<file path="config.mk">
export PLATFORM = sky130hd
export DESIGN_NAME = branch_resolve_unit
export DESIGN_NICKNAME = d
export VERILOG_FILES = /design/src/rtl/branch_resolve_unit.sv
export SDC_FILE = /design/constraint.sdc
export NUM_CORES = 1
export LEC_CHECK = 0
export ABC_AREA = 1
export BUFFER_PORTS_ARGS = -buffer_cell sky130_fd_sc_hd__buf_2
export CORE_MARGIN = 8
export CORE_UTILIZATION = 54
export CTS_CLUSTER_SIZE = 12
export DETAILED_ROUTE_END_ITERATION = 10
export PLACE_DENSITY = 0.8
export SETUP_SLACK_MARGIN = 0.3
export SLEW_MARGIN = 20
export SYNTH_ARGS = -nofsm -noshare
export SYNTH_HDL_FRONTEND = slang
export SYNTH_SLANG_ARGS = --single-unit
export TNS_END_PERCENT = 100
</file>
<file path="constraint.sdc">
create_clock -name clk -period 2.38 [get_ports clk]
set_clock_uncertainty 0.15 [all_clocks]
set_input_delay 0.119 -clock clk [delete_from_list [all_inputs] [get_ports clk]]
set_output_delay 0.119 -clock clk [all_outputs]
set_load 0.02 [all_outputs]
</file>
<file path="src/rtl/branch_resolve_unit.sv">
// branch_resolve_unit
//   Execute-stage partner of the fetch-side branch predictor. Each fetched
//   instruction's prediction travels through two metadata registers
//   (IF/ID, ID/EX). In EX the prediction is checked against the real
//   outcome, a same-cycle front-end redirect is raised on a mispredict, and
//   a registered predictor-update transaction follows one cycle later for
//   every resolved branch or jump.
//
// Parameters
//   RESET_PC        PC value loaded into the metadata/update PC fields on clear
//
// Ports
//   clk, rst        rising-edge clock, synchronous active-high reset
//   if_*            IF-stage instruction and its prediction (taken/target/hit)
//   stall_id        hold IF/ID (ID/EX takes a bubble unless stall_ex)
//   stall_ex        hold ID/EX and suppress resolution
//   flush_ext       external trap/exception flush of both stages
//   ex_is_branch    EX holds a conditional branch
//   ex_is_jump      EX holds a direct jump (always taken)
//   ex_taken        actual branch direction
//   ex_target       actual computed target
//   redirect_*      combinational redirect request and correct next PC
//   update_*        registered predictor-update transaction
//
// Optional build macro
//   BRU_PERF_CNT_EN adds saturating counters perf_branches / perf_mispredicts

module branch_resolve_unit #(
  parameter logic [31:0] RESET_PC = 32'h0000_0000
) (
  input  logic        clk,
  input  logic        rst,
  input  logic        if_valid,
  input  logic [31:0] if_pc,
  input  logic        if_pred_taken,
  input  logic [31:0] if_pred_target,
  input  logic        if_pred_hit,
  input  logic        stall_id,
  input  logic        stall_ex,
  input  logic        flush_ext,
  input  logic        ex_is_branch,
  input  logic        ex_is_jump,
  input  logic        ex_taken,
  input  logic [31:0] ex_target,
  output logic        redirect_valid,
  output logic [31:0] redirect_pc,
  output logic        update_en,
  output logic [31:0] update_pc,
  output logic        update_taken,
  output logic [31:0] update_target
`ifdef BRU_PERF_CNT_EN
  ,
  output logic [31:0] perf_branches,
  output logic [31:0] perf_mispredicts
`endif
);

  // IF/ID metadata
  logic        id_valid;
  logic [31:0] id_pc;
  logic        id_pt;
  logic [31:0] id_pred_target;

  // ID/EX metadata
  logic        ex_valid;
  logic [31:0] ex_pc;
  logic        ex_pt;
  logic [31:0] ex_pred_target;

  // Resolution
  logic        if_pt;
  logic        act_taken;
  logic        resolve;
  logic        dir_miss;
  logic        tgt_miss;
  logic        mispredict;
  logic        kill;

  // A BHT "taken" without a BTB hit fetched the fall-through path, so it is
  // effectively a not-taken prediction.
  assign if_pt = if_pred_taken & if_pred_hit;

  // Both metadata stages are discarded on reset, external flush, or our own
  // redirect (the younger instructions were fetched down the wrong path).
  assign kill = rst | flush_ext | redirect_valid;

  always_ff @(posedge clk) begin
    if (kill) begin
      id_valid       <= 1'b0;
      id_pc          <= RESET_PC;
      id_pt          <= 1'b0;
      id_pred_target <= '0;
    end else if (!stall_id) begin
      id_valid       <= if_valid;
      id_pc          <= if_pc;
      id_pt          <= if_pt;
      id_pred_target <= if_pred_target;
    end
  end

  always_ff @(posedge clk) begin
    if (kill) begin
      ex_valid       <= 1'b0;
      ex_pc          <= RESET_PC;
      ex_pt          <= 1'b0;
      ex_pred_target <= '0;
    end else if (stall_ex) begin
      ex_valid       <= ex_valid;
    end else if (stall_id) begin
      // ID is held, so EX receives a bubble; the other fields are don't-care.
      ex_valid       <= 1'b0;
    end else begin
      ex_valid       <= id_valid;
      ex_pc          <= id_pc;
      ex_pt          <= id_pt;
      ex_pred_target <= id_pred_target;
    end
  end

  always_comb begin
    act_taken      = ex_is_jump | ex_taken;
    resolve        = ex_valid & (ex_is_branch | ex_is_jump) & ~stall_ex & ~flush_ext;
    dir_miss       = act_taken != ex_pt;
    // A correct taken direction still mispredicts if the BTB target is stale.
    tgt_miss       = act_taken & ex_pt & (ex_target != ex_pred_target);
    mispredict     = resolve & (dir_miss | tgt_miss);
    redirect_valid = mispredict;
    redirect_pc    = act_taken ? ex_target : ex_pc + 32'd4;
  end

  always_ff @(posedge clk) begin
    if (rst) begin
      update_en     <= 1'b0;
      update_pc     <= RESET_PC;
      update_taken  <= 1'b0;
      update_target <= '0;
    end else begin
      update_en <= resolve;
      if (resolve) begin
        update_pc     <= ex_pc;
        update_taken  <= act_taken;
        update_target <= ex_target;
      end
    end
  end

`ifdef BRU_PERF_CNT_EN
  always_ff @(posedge clk) begin
    if (rst) begin
      perf_branches    <= '0;
      perf_mispredicts <= '0;
    end else begin
      if (resolve && (perf_branches != '1)) begin
        perf_branches <= perf_branches + 32'd1;
      end
      if (mispredict && (perf_mispredicts != '1)) begin
        perf_mispredicts <= perf_mispredicts + 32'd1;
      end
    end
  end
`endif

endmodule
</file>
[Word-level counts from Yosys, hierarchy flattened]
Cells that the tools add are included.
Word-level totals
  bits in registers: 198
  bits in latches: 0
  memory bits (writable): 0
  ROM bits: 0
  input port bits: 107
  output and inout port bits: 99
  logic and storage cells: 33
  memories: 0
Operators by class
  add/subtract/negate cells: 1
  multipliers: 0
  div/mod/pow operators: 0
  magnitude comparators: 0
  eq/ne operators: 2
  shift operators: 0
  mux-type cells: 2
  bitwise logic cells: 15
  reduce and logical (&&, ||, !) cells: 1
Operators by type and width (number)
  32-bit by 3-bit adder with 32-bit output (second input constant): 1
  32-bit two-way mux: 1
  32-bit != test: 1
  1-bit AND: 7
  1-bit bitwise OR: 5
  1-bit inverter: 3
  2-bit AND reduction: 1
  1-bit two-way mux: 1
  1-bit != test: 1

[Longest topological paths before layout]
Gate-level depths: netlist (run 1).
  word-level depth: 6
  gate-level depth with buffers: 15

[Worst setup path after synthesis (run 1)]
OpenSTA, ideal clock, no wires.
  kind: reg2out
  start: register ex_pc[2]
  end: output redirect_pc[20]
  arrival: 1764 ps
  data required time: 2111 ps
  path slack: 347 ps
  stages on the path, launching flop included: 9
  buffers on the path: 0
  cell sequence: dfxtp_1 > ha_1 > nand2_1 > nor3_2 > nand2_1 > nor2_2 > nand2_1 > xor2_1 > o21ai_0
On the way
  longest elaborated chain between the ends: 2
RTL lines
  start, declared: RTL line 66  | logic [31:0] ex_pc;
  start signal, assigned: RTL line 114  | ex_pc <= id_pc;
  32-bit by 3-bit adder with 32-bit output: RTL line 128  | redirect_pc = act_taken ? ex_target : ex_pc + 32'd4;
  32-bit two-way mux: RTL line 128
  end, declared: RTL line 46  | output logic [31:0] redirect_pc,
No other way between the ends.

[Final worst setup path (run 1)]
  start: register ex_pc[2]
  end: output redirect_pc[29]
The elaborated chain is that of the path after synthesis.

==> results of run 1 <==
-- cells by family (layout without fill, tap and decap cells) --
| group | count (synthesis) | after routing |
|---|---|---|
| AO/OA/AOI/OAI | 224 | 224 |
| XOR/XNOR | 44 | 44 |
| multiplexers | 2 | 2 |
| other | 0 | 2 |
| adder cells (fa/ha/maj) | 2 | 2 |
| AND/OR/NAND/NOR | 556 | 556 |
| flip-flops | 198 | 198 |
| buffers and inverters | 171 | 468 |
-- layout by cell type (no fill, tap or decap), types with 21 or more instances in the layout --
cell type and n:
sky130_fd_sc_hd__inv_1 92, sky130_fd_sc_hd__buf_2 177, sky130_fd_sc_hd__nor2_1 130, sky130_fd_sc_hd__buf_4 40, sky130_fd_sc_hd__a211oi_1 21, sky130_fd_sc_hd__xnor2_1 25
sky130_fd_sc_hd__nor2_2 50, sky130_fd_sc_hd__nand2_1 332, sky130_fd_sc_hd__o21ai_0 139, sky130_fd_sc_hd__dfxtp_2 21, sky130_fd_sc_hd__dfxtp_1 172, sky130_fd_sc_hd__a21oi_1 46
sky130_fd_sc_hd__dlygate4sd3_1 97
-- synthesized netlist by cell type, drive strengths merged --
cell	instances	area, um^2
or2	1	6.26
nor4	2	12.5
clkbuf	50	188
xnor2	32	280
clkinv	1	3.75
nor3	7	40.0
buf	20	155
o31ai	1	7.51
ha	2	25.0
nand3	9	45.0
nand4	7	50.1
dfxtp	198	3960
nor2	187	807
a211oi	21	158
a22oi	1	7.51
o21ai	152	761
nand2	340	1280
a31oi	2	12.5
o21a	1	7.51
mux2i	2	20.0
nand3b	1	11.3
and3	1	6.26
nor3b	1	7.51
a21oi	46	230
inv	100	375
xor2	12	105
-- final timing paths --
kind	end	slack, ps	from
min reg2reg	update_pc[12]	310	update_pc[12]
max	redirect_pc[29]	-40	ex_pc[2]
min	update_target[20]	90	ex_target[20]
max reg2reg	id_pc[18]	390	ex_pred_target[4]
-- area by class of cell --
cell class	count	area (um^2)
inverters	101	382
multi-input cells	828	4140
clock buffers	22	494
diodes	2	5.00
fillers	1123	3840
well taps	216	270
repair buffers	335	2460
clock inverters	10	115
flip-flops and latches	198	4010
-- power breakdown --
group | internal, mW | total, mW | leakage, nW | switching, mW
sequential | 3.39 | 3.44 | 1.62 | 0.0496
combinational | 0.401 | 0.926 | 3.19 | 0.525
clock | 1.70 | 2.99 | 0.307 | 1.29
-- registers in the layout, summed over array words and instances, names as in the netlist, 32 cells and up --
| signal | flops |
|---|---|
| ex_pred_target | 32 |
| id_pred_target | 32 |
| id_pc | 32 |
| update_pc | 32 |
| update_target | 32 |
| ex_pc | 32 |
-- layer usage --
| layer | share of wire, % | wire length, um | global-route usage, % | vias up |
|---|---|---|---|---|
| met5 | 0 | 0 | 0 | - |
| met4 | 2.9 | 854 | 11.6 | 0 |
| met3 | 8.5 | 2460 | 7.92 | 64 |
| met2 | 49 | 14300 | 46.1 | 355 |
| met1 | 39 | 11300 | 31.0 | 4188 |
| li1 | - | - | - | 4324 |
-- worst max-delay path: stages, from the launching register on --
cell and delay, ps:
sky130_fd_sc_hd__dfxtp_4 360, sky130_fd_sc_hd__buf_4 120, sky130_fd_sc_hd__nand3_2 110, sky130_fd_sc_hd__nor2_4 150, sky130_fd_sc_hd__nand4_4 160, sky130_fd_sc_hd__buf_4 190, sky130_fd_sc_hd__nor3_2 110, sky130_fd_sc_hd__nand2_1 60
sky130_fd_sc_hd__a31oi_1 240, sky130_fd_sc_hd__buf_4 190
-- per-stage QoR --
step,area [um^2],std cells,utilization [%]
6_report,11900,1712,75.6
5_1_grt,11900,1711,75.6
4_1_cts,11500,1700,73.5
3_5_place_dp,9670,1559,61.5
3_3_place_gp,9670,1559,61.5
2_1_floorplan,8570,1197,-
-- repair_timing --
action	in CTS	in global routing
pin swaps	14	27
gates cloned	0	3
hold endpoints to repair	99	0
setup endpoints to repair	77	161
hold buffers	100	0
resized for setup	73	68
buffers inserted	9	7
==> results.env, run 1 <==
CRIT_PATH_LAUNCH_TYPE='flop'
FIRST_GLOBAL_VIAS=8597
TIMING.SETUP.TNS_PS=-62.8
TIMING.FINAL.MAX_SLEW_VIOLATIONS=0
WIRE_PER_INST_UM=16.9
TIMING.FINAL.CRIT_PERIOD_PS=2420
FIRST_ITER_VIOLATIONS=613
POST_SYNTH_FA_HA_MAJ_AREA_FRACTION_PCT=0.292
WORSTMARGINPINSLEW_PS=889
CLKTRANSATPATHREGS_PS=70
SYNTH_TOP_FAMILY_BY_AREA='simple AND/OR/NAND/NOR gates'
CRITICAL_PATH.MAX_FANOUT=4
DIE_HEIGHT_UM=142
DIE-WIDTH_UM=142
CTS-BUFFERS-INSERTED=17
GRT_FIRST_PASS_WIRELENGTH_UM=43400
DETAIL_ROUTE.WIRELENGTH_UM=29000
MULTIPLEXER_FRACTION_OF_THE_SYNTHESIZED_CELL_AREA_PCT=0.234
DETAIL-ROUTE-ANTENNA-NETS=0
RATIO_OF_CELLS_WITH_DRIVE_ABOVE_1_IN_THE_FINAL_LAYOUT_PCT=26.2
STATUS='complete, but fails checks'
PERIOD_SHARE_PCT=101
IR_DROP_V=0.000485
HTREEDEPTH=4
TYPE_OF_THE_SETUP_PATH_WITH_THE_LEAST_SLACK='flop to output port'
CP.REQUIRED_PS=2110
OVERALL_POWER_OF_THE_COMPLETED_LAYOUT_mW=7.36
FINAL_WEIGHTED_CONGESTION_IN_ROUTABILITY_DRIVEN_PLACEMENT=0.903
POSTSYNTHCELLCOUNT=1197
FIRST_PASS_ITERS=5
GRT_START_MAX_NET_PINS=133
TOP_LEVEL_PORTS=206
PLACE_WS_PS=197
ANTENNA_VIOLATIONS_BEFORE_REPAIR=1
FINAL_HOLD_VIOL_COUNT=0
GRT.TOTAL_USAGE_PCT=27.0
CLKLATENCYLATEPIN_PS=440
GRT_SETUP_UNREPAIRED='true'
TIMING.REG2REG.WORST_PATH_DEPTH=12
CRIT_PATH_END_KIND='output port'
SYNTH-XOR-AREA-SHARE_PCT=4.50
WORSTHOLDPATHTYPE='primary input to flop'
WORST_HOLD_PATH_DEPTH=4
SYNTH.LIB_CELLS_USED.DISTINCT=34
GRT_OVF=0
SYNTH_COMPOUND_AREA_SHARE_PCT=13.8
CTS-ROOT-TO-SINK-BUFFERS=2
TOTAL_HALF_PERIMETER_WIRELENGTH_AFTER_LEGALIZATION_AND_DETAILED_PLACEMENT_UM=17300
NUM_ROWS=46
FIN_NETS=1590
MAXSLEWHEADROOM_PCT=40.7
SETUP-VIOLATIONS-FINAL=2
NETLIST_AREA_UM2=8570
HOLD_SLACK_PS=91.1
SYNTH.YOSYS.WARNINGS=0
VIAS=8931
MAPPEDNETLISTNETS=1306
CTS_TREE='done'
GROWTH_OF_DESIGN_AREA_FROM_SYNTHESIS_TO_FINISH_PCT=38.6
CRITPATHARRIVALTIME_PS=2150
SYNTH_AREA_PER_CELL_UM2=7.16
YOSYS_REGISTER_BITS=198
CORE_UM2=15700
SEQ_AREA_FRAC_SYNTH_PCT=46.3
POWER.DENSITY_CELL_AREA_nW_PER_UM2=619
START_UTIL_PCT=54.5
SYNTHSIMPLEGATEAREAFRAC_PCT=26.5
DIE_AR_UM2=20200
POST-ROUTE-WORST-SETUP-SLACK_PS=-35.7
VIA_PER_INST=5.22
PLACE.PORT_BUFFERS=205
MAX_CAP_VIOLATIONS=0
CELLLEAKAGEPOWER_nW=5.12
MAXIMUM_CLOCK_FREQUENCY_GHz=0.414
CTS.SINK_COUNT=198
ROOT_BUF_CELL='sky130_fd_sc_hd__clkbuf_16'
REMAINING_DRC_ERRORS=0
FAILED_CHECKS='negative setup slack'
Power figures use the tool's default switching activity.
==> inputs of run 2 (changes only) <==
Settings changed: BUFFER_PORTS_ARGS -buffer_cell sky130_fd_sc_hd__buf_2 to unset, CORE_UTILIZATION 54 to 57, CTS_CLUSTER_SIZE 12 to 24, DONT_BUFFER_PORTS set to 1, PLACE_DENSITY 0.8 to 0.75.
Clock period 2.38 ns to 2.1 ns, I/O delays scaled along.
==> results.env, run 2 (synthesis gave the netlist of run 1 again) <==
GROWTH_OF_DESIGN_AREA_FROM_SYNTHESIS_TO_FINISH_PCT=60.9
POST-ROUTE-WORST-SETUP-SLACK_PS=-457  # -421 ps
VIAS=10300  # +15%
CTS_TREE='done'
LAYOUT_COMMONEST_CELL='sky130_fd_sc_hd__nand2_1'
HOLD_SLACK_PS=29.7  # -61.4 ps
GRT_FIRST_PASS_WIRELENGTH_UM=55300  # +27%
TIMING.SETUP.TNS_PS=-33470  # -33,410 ps
FAILED_CHECKS='negative setup slack'
TOTAL_HALF_PERIMETER_WIRELENGTH_AFTER_LEGALIZATION_AND_DETAILED_PLACEMENT_UM=16800  # -2.9%
POSTLAYOUTCELLAREA_UM2=13800  # +16%
POWER.DENSITY_CELL_AREA_nW_PER_UM2=672  # +8.6%
FIRST_PASS_ITERS=6  # +1
CTS-ROOT-TO-SINK-BUFFERS=2  # unchanged
GRT_START_MAX_NET_PINS=95  # -29%
MAXIMUM_CLOCK_FREQUENCY_GHz=0.391
TOP_LEVEL_PORTS=206  # unchanged
STATUS='complete, but fails checks'
HTREEDEPTH=4  # unchanged
FINAL_HOLD_VIOL_COUNT=0  # unchanged
FIRST_GLOBAL_VIAS=9931  # +16%
PLACE.PORT_BUFFERS=0  # -100%
FIN_NETS=1531  # -3.7%
FINAL_WEIGHTED_CONGESTION_IN_ROUTABILITY_DRIVEN_PLACEMENT=0.866  # -4.1%
GRT_SETUP_UNREPAIRED='true'
MAXSLEWHEADROOM_PCT=31.1  # -9.5 points
DETAIL-ROUTE-ANTENNA-NETS=0  # unchanged
DIE_HEIGHT_UM=139  # -2.4%
DIE-WIDTH_UM=139  # -2.4%
VIA_PER_INST=6.34  # +22%
DIE_AR_UM2=19200  # -4.7%
CTS.SINK_COUNT=198  # unchanged
MAX_CAP_VIOLATIONS=0  # unchanged
CLKTRANSATPATHREGS_PS=80  # about the same
CLKLATENCYLATEPIN_PS=450  # about the same
CORE_UM2=14900  # -5.0%
OVERALL_POWER_OF_THE_COMPLETED_LAYOUT_mW=9.27  # +26%
WORSTHOLDPATHTYPE='primary input to flop'
FIRST_ITER_VIOLATIONS=1366  # +120%
START_UTIL_PCT=57.4  # +2.9 points
CRITICAL_PATH.MAX_FANOUT=5  # +1
NUM_ROWS=45  # -2.2%
DETAILED_PLACE.AREA_UM2=8940  # -7.5%
CRIT_PATH_END_KIND='output port'
GRT_OVF=0  # unchanged
RATIO_OF_CELLS_WITH_DRIVE_ABOVE_1_IN_THE_FINAL_LAYOUT_PCT=27.7  # +1.6 points
CP.REQUIRED_PS=1850  # -260 ps
ANTENNA_VIOLATIONS_BEFORE_REPAIR=3  # +2
LAYOUT_COMMON_CELLS='sky130_fd_sc_hd__nand2_1 (314), sky130_fd_sc_hd__dfxtp_1 (170), sky130_fd_sc_hd__dlygate4sd3_1 (157)'
CTS-BUFFERS-INSERTED=17  # unchanged
REMAINING_DRC_ERRORS=0  # unchanged
DETAIL_ROUTE.WIRELENGTH_UM=43000  # +48%
IR_DROP_V=0.000623  # +28%
ROOT_BUF_CELL='sky130_fd_sc_hd__clkbuf_16'
CRIT_PATH_LAUNCH_TYPE='flop'
TIMING.FINAL.CRIT_PERIOD_PS=2560
PERIOD_SHARE_PCT=122
GRT.TOTAL_USAGE_PCT=36.4  # +9.4 points
TYPE_OF_THE_SETUP_PATH_WITH_THE_LEAST_SLACK='flop to output port'
WIRE_PER_INST_UM=26.4  # +56%
WORSTMARGINPINSLEW_PS=1020  # +133 ps
SETUP-VIOLATIONS-FINAL=157  # +155
CRITPATHARRIVALTIME_PS=2300  # +150 ps
TIMING.FINAL.MAX_SLEW_VIOLATIONS=0  # unchanged
CELLLEAKAGEPOWER_nW=5.16  # +0.83%
## run 2: per-layer routing
metal,global-route usage (%),part of all wire (%),vias up
met5,0,0.023,-
met4,26.4,8.8,2
met3,12.6,14,342
met2,60.5,46,1007
met1,37.8,32,4724
li1,-,-,4225
## run 2: stage by stage
stage               util [%]  setup slack, ps  std cells
detailed placement      59.9             42.0       1361
floorplan                  -              284       1197
CTS                     85.1             -162       1608
finish                  92.4             -457       1625
global route            92.4             -503       1625
global placement        59.9             91.7       1361
## run 2: timing repair
item / 4_1_cts / 5_1_grt
resized for setup: 157 / 242
pin swaps: 26 / 33
hold buffers: 159 / 0
hold endpoints to repair: 133 / 0
setup buffers: 31 / 13
endpoints found under the setup margin: 160 / 206
gates cloned: 25 / 1
## run 2: path summary, 6_finish.rpt
path | from | to | slack (ps) | cells past startpoint
max | ex_pc[2] | redirect_pc[28] | -460 | 11
min | rst | ex_pred_target[31] | 30 | 5
max reg2reg | ex_pred_target[30] | id_pred_target[15] | -360 | 14
min reg2reg | ex_pc[1] | update_pc[1] | 380 | 2
## run 2: final cells by class
cell class | instances | area [um^2]
fillers | 497 | 1140
clock buffers | 19 | 443
flip-flops and latches | 198 | 4010
inverters | 101 | 385
repair buffers | 273 | 3240
diodes | 2 | 5.00
clock inverters | 13 | 215
well taps | 188 | 235
multi-input cells | 831 | 5250
## run 2: report_power, final
| group | total, mW | switching (mW) | internal (mW) |
|---|---|---|---|
| registers | 3.91 | 0.0652 | 3.85 |
| clock network | 3.77 | 1.60 | 2.17 |
| logic | 1.59 | 0.876 | 0.710 |
| total | 9.27 | 2.54 | 6.72 |
## run 2: critical path: stages, from the launching register on
cell and delay, ps:
sky130_fd_sc_hd__dfxtp_4 380, sky130_fd_sc_hd__ha_4 170, sky130_fd_sc_hd__nand2_4 70, sky130_fd_sc_hd__nor3_4 150
sky130_fd_sc_hd__nand2_2 130, sky130_fd_sc_hd__nor2_4 150, sky130_fd_sc_hd__buf_4 140, sky130_fd_sc_hd__nand3b_4 110
sky130_fd_sc_hd__nor2_1 160, sky130_fd_sc_hd__nand2_1 110, sky130_fd_sc_hd__nand3_1 160, sky130_fd_sc_hd__o21ai_4 130
==> inputs of run 3 (changes only) <==
Settings changed: PLACE_DENSITY 0.75 to 0.78.
==> results.env, run 3 (synthesis gave the netlist of run 1 again) <==
VIAS=10200  # -1.4%
FINAL_WEIGHTED_CONGESTION_IN_ROUTABILITY_DRIVEN_PLACEMENT=0.875  # +1.1%
RATIO_OF_CELLS_WITH_DRIVE_ABOVE_1_IN_THE_FINAL_LAYOUT_PCT=27.2  # -0.57 points
FIRST_GLOBAL_VIAS=9655  # -2.8%
STATUS='complete, but fails checks'
VIA_PER_INST=6.27  # -1.2%
CRITICAL-PATH-TOP-CELL-BY-COUNT='sky130_fd_sc_hd__nor2_4'
GRT_FIRST_PASS_WIRELENGTH_UM=52600  # -4.9%
FIRST_ITER_VIOLATIONS=1601  # +17%
POST-ROUTE-WORST-SETUP-SLACK_PS=-384  # +73.4 ps
TIMING.FINAL.CRIT_PERIOD_PS=2480  # -73.4 ps
CTS_TREE='done'
FAILED_CHECKS='negative hold slack, negative setup slack'
FIN_CELLS=1621  # -0.25%
GRT_START_MAX_NET_PINS=131  # +38%
FILL_CELL_INSTANCE_COUNT_OF_THE_FINAL_LAYOUT=555  # +12%
CRIT_PATH_LAUNCH_TYPE='flop'
DIE_AR_UM2=19200  # unchanged
PLACE.PORT_BUFFERS=0  # unchanged
DIE-WIDTH_UM=139  # unchanged
DETAIL_ROUTE.WIRELENGTH_UM=41100  # -4.3%
FINAL_HOLD_VIOL_COUNT=2  # +2
CRIT_PATH_END_KIND='output port'
TIMING.CRITICAL_PATH.SLOWEST_STAGE_CELL='sky130_fd_sc_hd__dfxtp_4'
CORE_UM2=14900  # unchanged
TOTAL_HALF_PERIMETER_WIRELENGTH_AFTER_LEGALIZATION_AND_DETAILED_PLACEMENT_UM=16800  # +0.27%
TOP_LEVEL_PORTS=206  # unchanged
START_UTIL_PCT=57.4  # unchanged
TIMING.SETUP.TNS_PS=-22350  # +11,120 ps
PLACE_WS_PS=31.7  # -10.4 ps
WORST_PATH_LARGEST_CELL_DELAY_PS=400  # +20 ps
WIRE_PER_INST_UM=25.4  # -4.1%
FIRST_PASS_ITERS=7  # +1
CLKTRANSATPATHREGS_PS=70  # about the same
ROOT_BUF_CELL='sky130_fd_sc_hd__clkbuf_16'
IR_DROP_V=0.000670  # +7.7%
DIE_HEIGHT_UM=139  # unchanged
CRITICAL_PATH.MAX_FANOUT=5  # unchanged
TIMING.FINAL.MAX_SLEW_VIOLATIONS=0  # unchanged
CLKLATENCYLATEPIN_PS=450  # about the same
SETUP-VIOLATIONS-FINAL=147  # -6.4%
REMAINING_DRC_ERRORS=0  # unchanged
LAYOUT_COMMONEST_CELL='sky130_fd_sc_hd__nand2_1'
NUM_ROWS=45  # unchanged
MAXIMUM_CLOCK_FREQUENCY_GHz=0.403  # +3.0%
ANTENNA_VIOLATIONS_BEFORE_REPAIR=1  # -2
WORSTHOLDPATHTYPE='primary input to flop'
DPL.CELL_COUNT=1359  # -0.15%
LAYOUT_COMMON_CELLS='sky130_fd_sc_hd__nand2_1 (316), sky130_fd_sc_hd__dfxtp_1 (174), sky130_fd_sc_hd__dlygate4sd3_1 (158)'
FIN_NETS=1528  # -0.20%
HOLD_SLACK_PS=-56.4  # -86.1 ps
PERIOD_SHARE_PCT=118  # -3.5 points
CRITICAL-PATH-TOP-DELAY-FAMILY='simple AND/OR/NAND/NOR gates'
CTS.SINK_COUNT=198  # unchanged
WORSTMARGINPINSLEW_PS=956  # -66.5 ps
CTS-BUFFERS-INSERTED=17  # unchanged
CRITPATHBUFINV=0  # -1
POWER.DENSITY_CELL_AREA_nW_PER_UM2=654  # -2.8%
GRT_SETUP_UNREPAIRED='true'
GRT.TOTAL_USAGE_PCT=34.4  # -2.0 points
CTS-ROOT-TO-SINK-BUFFERS=2  # unchanged
MAXSLEWHEADROOM_PCT=36.2  # +5.1 points
MAX_CAP_VIOLATIONS=0  # unchanged
CRITPATHARRIVALTIME_PS=2230  # -70 ps
CP_CELL_SEQUENCE='nand3_2 -> nor2_4 -> nand4_4 -> nor2_4 -> nand3_1 -> xnor2_1 -> nand2_1 -> nand2_4'
DETAIL-ROUTE-ANTENNA-NETS=0  # unchanged
CELLLEAKAGEPOWER_nW=5.11  # -1.0%
HTREEDEPTH=4  # unchanged
GRT_OVF=0  # unchanged
CP.REQUIRED_PS=1850  # about the same
GROWTH_OF_DESIGN_AREA_FROM_SYNTHESIS_TO_FINISH_PCT=58.5
CTSHOLDBUFFERS=160  # +0.63%
TYPE_OF_THE_SETUP_PATH_WITH_THE_LEAST_SLACK='flop to output port'
==> run 3: cell types whose count changed in the layout (fill, tap and decap cells not counted), moves of 4 or more <==
cell,change
sky130_fd_sc_hd__buf_12,+6
sky130_fd_sc_hd__buf_16,-4
sky130_fd_sc_hd__buf_6,-7
sky130_fd_sc_hd__dfxtp_1,+4
sky130_fd_sc_hd__dfxtp_2,-6
sky130_fd_sc_hd__nand2_2,-6
sky130_fd_sc_hd__nand2_4,+4
sky130_fd_sc_hd__nor2_1,-5
sky130_fd_sc_hd__nor2_2,+16
sky130_fd_sc_hd__nor2_4,-11
==> run 3: final timing paths <==
check / to / slack (ps) / start / cells past startpoint
min reg2reg: update_pc[1] / 350 / ex_pc[1] / 2
max: redirect_pc[25] / -380 / ex_pc[4] / 8
max reg2reg: ex_pc[11] / -250 / ex_pred_target[31] / 14
min: ex_pred_target[0] / -60 / rst / 3
==> run 3: per-stage QoR <==
step	instance area, um^2	total power, mW	util (%)
2_1_floorplan	8630	4.49	-
3_3_place_gp	8930	4.60	59.9
3_5_place_dp	8930	4.62	59.9
4_1_cts	12500	8.39	83.8
5_1_grt	13600	9.06	91.0
6_report	13600	8.88	91.0
==> run 3: worst register-to-register path: stages, from the launching register on <==
cell                      delay, ps
sky130_fd_sc_hd__dfxtp_2        350
sky130_fd_sc_hd__xnor2_1        180
sky130_fd_sc_hd__nand2_1        110
sky130_fd_sc_hd__nor2_1         180
sky130_fd_sc_hd__nand2_1        100
sky130_fd_sc_hd__nor2_2         130
sky130_fd_sc_hd__nand2_2         80
sky130_fd_sc_hd__nand2_2         80
sky130_fd_sc_hd__nand2_4         70
sky130_fd_sc_hd__nand2_8        130
sky130_fd_sc_hd__buf_12         120
sky130_fd_sc_hd__nand2_8        100
sky130_fd_sc_hd__buf_12         200
sky130_fd_sc_hd__buf_16         150
sky130_fd_sc_hd__nor2_2         120
==> run 3: per-layer routing <==
| layer | vias up | wire length (um) | global-route usage (%) | share of wire (%) |
|---|---|---|---|---|
| met5 | - | 0 | 0 | 0 |
| met4 | 0 | 3600 | 20.1 | 8.8 |
| met3 | 301 | 4840 | 11.3 | 12 |
| met2 | 934 | 19300 | 57.8 | 47 |
| met1 | 4706 | 13400 | 37.4 | 33 |
| li1 | 4215 | - | - | - |
==> run 3: what timing repair did <==
| item | 4_1_cts | 5_1_grt |
|---|---|---|
| endpoints found under the hold margin | 133 | 2 |
| gates cloned | 21 | 1 |
| resized for setup | 156 | 224 |
| setup endpoints to repair | 153 | 212 |
| setup buffers | 29 | 18 |
| pin swaps | 20 | 24 |
==> run 3: cell type report <==
type / count / area [um^2] / area share [%]
Multi-Input combinational cell: 831 / 5190 / 38.2
Timing Repair Buffer: 270 / 3180 / 23.4
Clock buffer: 21 / 460 / 3.39
Antenna cell: 1 / 2.50 / 0.0184
Clock inverter: 11 / 124 / 0.912
Tap cell: 188 / 235 / 1.73
Sequential cell: 198 / 4010 / 29.5
Inverter: 101 / 388 / 2.86
==> run 3: where the power goes <==
group	leakage (nW)	switching [mW]	internal (mW)	total, mW
clock network	0.292	1.59	1.83	3.42
registers	1.62	0.0663	3.84	3.91
logic	3.20	0.843	0.706	1.55
total	5.11	2.50	6.38	8.88
